--- src/rtl/la_capture_ctrl.sv ---
// Logic-analyzer capture sequencer: runs the sample BRAM as a circular buffer with a
// programmable pre-trigger depth, controlled over the 16-bit register bus chain.
module la_capture_ctrl #(
    parameter logic [15:0] BASE_ADDR    = 16'h0000,
    parameter int unsigned SAMPLE_DEPTH = 16
) (
    input  logic                            clk,
    input  logic                            rst,
    input  logic                            trig,
    output logic                            bram_we,
    output logic [$clog2(SAMPLE_DEPTH)-1:0] bram_addr,
    output logic                            capture_done,
    input  logic [15:0]                     addr_i,
    input  logic [15:0]                     wdata_i,
    input  logic [15:0]                     rdata_i,
    input  logic                            rw_i,
    input  logic                            valid_i,
    output logic [15:0]                     addr_o,
    output logic [15:0]                     wdata_o,
    output logic [15:0]                     rdata_o,
    output logic                            rw_o,
    output logic                            valid_o
);

    localparam int unsigned AW = $clog2(SAMPLE_DEPTH);
    localparam int unsigned CW = AW + 1;
    localparam logic [AW-1:0] MaxLoc = AW'(SAMPLE_DEPTH - 1);

    typedef enum logic [2:0] {
        StIdle     = 3'd0,
        StPretrig  = 3'd1,
        StArmed    = 3'd2,
        StPosttrig = 3'd3,
        StFilled   = 3'd4
    } state_e;

    state_e        state_q, state_d;
    logic [AW-1:0] wr_ptr_q, wr_ptr_d;
    logic [AW-1:0] trigger_loc_q, trigger_loc_d;
    logic [AW-1:0] read_start_q, read_start_d;
    logic [AW-1:0] trig_addr_q, trig_addr_d;
    logic [CW-1:0] post_cnt_q, post_cnt_d;

    // Bus decode
    logic [15:0] offset;
    logic        hit;
    logic [1:0]  reg_sel;
    logic        wr_state;
    logic        arm_req;
    logic        abort_req;
    logic        wr_tloc;
    logic        can_arm;
    logic [15:0] reg_rdata;

    assign offset    = addr_i - BASE_ADDR;
    assign hit       = valid_i && (offset < 16'd4);
    assign reg_sel   = offset[1:0];
    assign wr_state  = hit && rw_i && (reg_sel == 2'd0);
    assign arm_req   = wr_state && (wdata_i == 16'd1);
    assign abort_req = wr_state && (wdata_i == 16'd0);
    assign wr_tloc   = hit && rw_i && (reg_sel == 2'd1);
    assign can_arm   = (state_q == StIdle) || (state_q == StFilled);

    always_comb begin
        reg_rdata = 16'h0000;
        unique case (reg_sel)
            2'd0: reg_rdata = 16'(state_q);
            2'd1: reg_rdata = 16'(trigger_loc_q);
            2'd2: reg_rdata = 16'(read_start_q);
            2'd3: reg_rdata = 16'(trig_addr_q);
            default: reg_rdata = 16'h0000;
        endcase
    end

    // Capture sequencing
    logic [AW-1:0] wr_ptr_inc;
    logic [CW-1:0] post_last;

    assign wr_ptr_inc   = wr_ptr_q + AW'(1);
    // Index of the final post-trigger write; trigger sample itself carries post_cnt 1.
    assign post_last    = CW'(SAMPLE_DEPTH - 1) - CW'(trigger_loc_q);
    assign bram_we      = (state_q == StPretrig) || (state_q == StArmed) ||
                          (state_q == StPosttrig);
    assign bram_addr    = wr_ptr_q;
    assign capture_done = (state_q == StFilled);

    always_comb begin
        state_d       = state_q;
        wr_ptr_d      = wr_ptr_q;
        trigger_loc_d = trigger_loc_q;
        read_start_d  = read_start_q;
        trig_addr_d   = trig_addr_q;
        post_cnt_d    = post_cnt_q;

        if (bram_we) begin
            wr_ptr_d = wr_ptr_inc;
        end

        unique case (state_q)
            StPretrig: begin
                // Pre-trigger writes start at address 0, so the pointer doubles as the count.
                if (wr_ptr_q == trigger_loc_q - AW'(1)) begin
                    state_d = StArmed;
                end
            end
            StArmed: begin
                if (trig) begin
                    trig_addr_d = wr_ptr_q;
                    post_cnt_d  = CW'(1);
                    if (trigger_loc_q == MaxLoc) begin
                        state_d      = StFilled;
                        read_start_d = wr_ptr_inc;
                    end else begin
                        state_d = StPosttrig;
                    end
                end
            end
            StPosttrig: begin
                post_cnt_d = post_cnt_q + CW'(1);
                if (post_cnt_q == post_last) begin
                    state_d      = StFilled;
                    read_start_d = wr_ptr_inc;
                end
            end
            default: ;
        endcase

        if (arm_req && can_arm) begin
            state_d    = (trigger_loc_q != '0) ? StPretrig : StArmed;
            wr_ptr_d   = '0;
            post_cnt_d = '0;
        end

        // Abort beats any same-cycle trigger or completion bookkeeping.
        if (abort_req) begin
            state_d      = StIdle;
            trig_addr_d  = trig_addr_q;
            read_start_d = read_start_q;
        end

        if (wr_tloc && can_arm) begin
            if (32'(wdata_i) >= SAMPLE_DEPTH) begin
                trigger_loc_d = MaxLoc;
            end else begin
                trigger_loc_d = wdata_i[AW-1:0];
            end
        end
    end

    always_ff @(posedge clk or posedge rst) begin
        if (rst) begin
            state_q       <= StIdle;
            wr_ptr_q      <= '0;
            trigger_loc_q <= '0;
            read_start_q  <= '0;
            trig_addr_q   <= '0;
            post_cnt_q    <= '0;
        end else begin
            state_q       <= state_d;
            wr_ptr_q      <= wr_ptr_d;
            trigger_loc_q <= trigger_loc_d;
            read_start_q  <= read_start_d;
            trig_addr_q   <= trig_addr_d;
            post_cnt_q    <= post_cnt_d;
        end
    end

    always_ff @(posedge clk or posedge rst) begin
        if (rst) begin
            addr_o  <= 16'h0000;
            wdata_o <= 16'h0000;
            rdata_o <= 16'h0000;
            rw_o    <= 1'b0;
            valid_o <= 1'b0;
        end else begin
            addr_o  <= addr_i;
            wdata_o <= wdata_i;
            rdata_o <= (hit && !rw_i) ? reg_rdata : rdata_i;
            rw_o    <= rw_i;
            valid_o <= valid_i;
        end
    end

endmodule

--- config.mk ---
export PLATFORM = sky130hd
export DESIGN_NAME = la_capture_ctrl
export DESIGN_NICKNAME = d
export VERILOG_FILES = /design/src/rtl/la_capture_ctrl.sv
export SDC_FILE = /design/constraint.sdc
export NUM_CORES = 1
export LEC_CHECK = 0
export ABC_CLOCK_PERIOD_IN_PS = 2300
export BUFFER_PORTS_ARGS = -buffer_cell sky130_fd_sc_hd__buf_2
export CAP_MARGIN = 25
export CORE_UTILIZATION = 49
export DETAILED_ROUTE_END_ITERATION = 10
export HOLD_SLACK_MARGIN = 0.06
export PLACE_DENSITY = 0.8
export SYNTH_ARGS = -nofsm -noshare
export SYNTH_HDL_FRONTEND = slang
export SYNTH_SLANG_ARGS = --single-unit
export TNS_END_PERCENT = 5
--- constraint.sdc ---
create_clock -name clk -period 2.3 [get_ports clk]
set_input_delay 0 -clock clk [delete_from_list [all_inputs] [get_ports clk]]
set_output_delay 0 -clock clk [all_outputs]
set_load 0.05 [all_outputs]
==> impl_metrics.csv <==
group,metric,value,unit
critical_path,cp.required,2.53,ns
hold_path,worstHoldStart,"trig",
sta,clock.fmax,440,MHz
power_and_ir_drop,total_power,0.00375,W
die,die_h,79.4,um
placed_design,place_congestion,0.929,
critical_path,arrival,2.50,ns
yosys,synth_fp_nets,281,
power_and_ir_drop,powerDensity,856,nW/um2
cells_and_area,regArea,1850,um2
die,die-width,79.4,um
global_route,grt_pass1_vias,2660,
detailed_routing,routed_wl,8.61,mm
cells_and_area,num_antenna_cells,0,
global_route,grt_max_degree,47,
run_status,outcome,"finished, final reports clean",
die,dieArea,6300,um2
cells_and_area,final_util,77.6,%
global_route,antenna_found_initial,0,
placed_design,io_buffers,108,
yosys,ys_ff_latch,74,
yosys,avgSynthCellArea,13.1,um2
detailed_routing,drc,0,
cells_and_area,area_delta_synth_final,49.4,%
clocking,clkTransAtPathRegs,0.09,ns
critical_path,startpoint,"addr_i[2]",
critical_path,timing.rr.start,"trigger_loc_q[1]",
critical_path,crit_fanout,5,
cells_and_area,stdcell_area,4380,um2
placed_design,pre_cts_slack,0.139,ns
sta,fin_skew,0.0179,ns
sta,setup_viol,0,
critical_path,path_class,"in2reg",
yosys,synthArstFlopShare,100,%
global_route,grt_pass1_wl,13.3,mm
power_and_ir_drop,ir_worst_vdd,0.000957,V
global_route,grt.overflow.total,0,
sta,setup-tns-final,0,ns
yosys,netlist_instances,224,
cells_and_area,fin_nets,450,
detailed_routing,vias,2475,
sta,min_period_over_period,98.8,%
power_and_ir_drop,p_leak,2.10,nW
sta,finalHoldViolations,0,
clocking,cts_tree,"yes",
detailed_routing,drtIter0Drc,241,
global_route,grt_use_total,28.9,%
yosys,netlist.top_cell.by_area,"dfrtp_1",
cells_and_area,n_fill_cell,310,
sta,fin_ws,0.0269,ns
run,max_cap_viol_count,0,
clocking,clkLatencyLatePin,0.35,ns
die,core_area,5640,um2
yosys,ys_top_cells_by_count,"dfrtp_1, nor2_1, nor2b_1, nand2_1",
cells_and_area,drive_above_1_share,39.4,%
yosys,synth_warnings,0,
die,io-pin-count,109,
sta,slew_headroom,55.5,%
clocking,clockBufferDepth,2,
die,num_rows,27,
placed_design,place_area,3610,um2
yosys,synth_flop_cell,"dfrtp_1",
clocking,root_buffer,"clkbuf_8",
yosys,synth_most_common_cell,"dfrtp_1",
placed_design,dp_hpwl,4.78,mm
sta,slew_violations,0,
cells_and_area,multiInputGateArea,1050,um2
yosys,ys_seq_area_share,63.2,%
clocking,postCtsSetupRepairBufs,0,
yosys,synth.area.top_cells,"dfrtp_1, nor2b_1, mux2_2",
clocking,cts_max_level,3,
sta,finalCriticalPeriod,2.27,ns
yosys,synth_top_area_share,63.2,%
yosys,synth_area,2930,um2
yosys,synth-edff-count,0,
clocking,numCtsBuffers,9,
critical_path,cp-start-kind,"primary input",
die,start_util,52.0,%
clocking,clkSinkCount,74,
detailed_routing,routedWlPerCell,18.3,um
hold_path,hold_path_class,"in2reg",
critical_path,endpoint_kind,"register",
yosys,synth_cell_type_count,43,
detailed_routing,vias_per_cell,5.27,
detailed_routing,detailedRoute.firstPassIterationCount,4,
sta,worst_pin_slew,0.665,ns
detailed_routing,ant_nets,0,
-- cell families (layout without fill, tap and decap cells) --
group / count (synthesis) / count (layout) / share of synthesized area [%]
simple gates: 78 / 78 / 15.9
flops: 74 / 74 / 63.2
compound gates: 24 / 24 / 5.12
mux: 17 / 17 / 8.07
xor+xnor: 14 / 14 / 4.18
buf+inv: 13 / 187 / 1.84
fa+ha+maj: 4 / 4 / 1.71
-- sequential cells by signal, indices dropped and copies added, names as in the netlist --
signal / count
read_start_q: 4
trig_addr_q: 4
addr_o: 16
trigger_loc_q: 4
rw_o: 1
bram_addr: 4
valid_o: 1
post_cnt_q: 5
wdata_o: 16
rdata_o: 16
state_q: 3
-- final cells by class --
cell class                      count  area share (%)
Tap cell                           72            2.06
Clock inverter                      7            2.83
Multi-Input combinational cell    137            24.1
Clock buffer                        9            2.83
Sequential cell                    74            42.3
Inverter                            7           0.600
Timing Repair Buffer              164            25.3
-- power by group --
group	internal, W	total, W	switching [W]	leakage (nW)
Sequential	0.00142	0.00155	0.000131	0.881
Clock	0.000730	0.00124	0.000514	0.120
Combinational	0.000362	0.000955	0.000592	1.10
Total	0.00251	0.00375	0.00124	2.10
-- layer usage --
metal / wire length [um] / up-vias / track usage, %
met3: 546 / 25 / 7.01
met2: 4520 / 118 / 50.0
met5: 0 / - / 0
met1: 3250 / 1213 / 32.6
met4: 301 / 0 / 16.4
li1: - / 1119 / -
-- through the flow --
step                      std cells  hold WS, ns
final                           470        0.113
after global routing            470        0.126
after CTS                       473       0.0983
after detailed placement        406        0.104
after global placement          406        0.101
after floorplan                 224       0.0314
-- worst paths after layout --
path / slack (ns) / depth (start not counted) / to
max: 0.03 / 7 / trig_addr_q[1]
min: 0.11 / 4 / state_q[0]
max reg2reg: 0.27 / 8 / state_q[1]
min reg2reg: 0.52 / 1 / read_start_q[3]
max in group asynchronous: 1.34 / 4 / read_start_q[1]
min in group asynchronous: 0.29 / 3 / wdata_o[10]
-- critical path, stage by stage --
cell	delay, ns
dlygate4sd3_1	0.63
nor4_4	0.32
nand4_1	0.16
or3b_4	0.44
or3_4	0.43
and4b_4	0.23
mux2_4	0.29
-- timing repair --
| action | CTS | global route |
|---|---|---|
| gates resized for setup | 0 | 4 |
| endpoints found under the hold margin | 82 | 0 |
| hold buffers | 51 | 0 |
| endpoints found under the setup margin | 0 | 10 |
-- placed cells by master, fill, tap and decap left out, types with 5 or more instances in the layout --
master / n
buf_2: 105
buf_4: 7
clkbuf_8: 9
dfrtp_1: 74
dlygate4sd3_1: 51
inv_1: 6
mux2_2: 7
nand2_1: 11
nand3_1: 7
nor2_1: 19
nor2b_1: 14
o21ai_0: 9
xnor2_1: 9
xor2_1: 5
No activity file was read; power rests on OpenSTA's default activity.
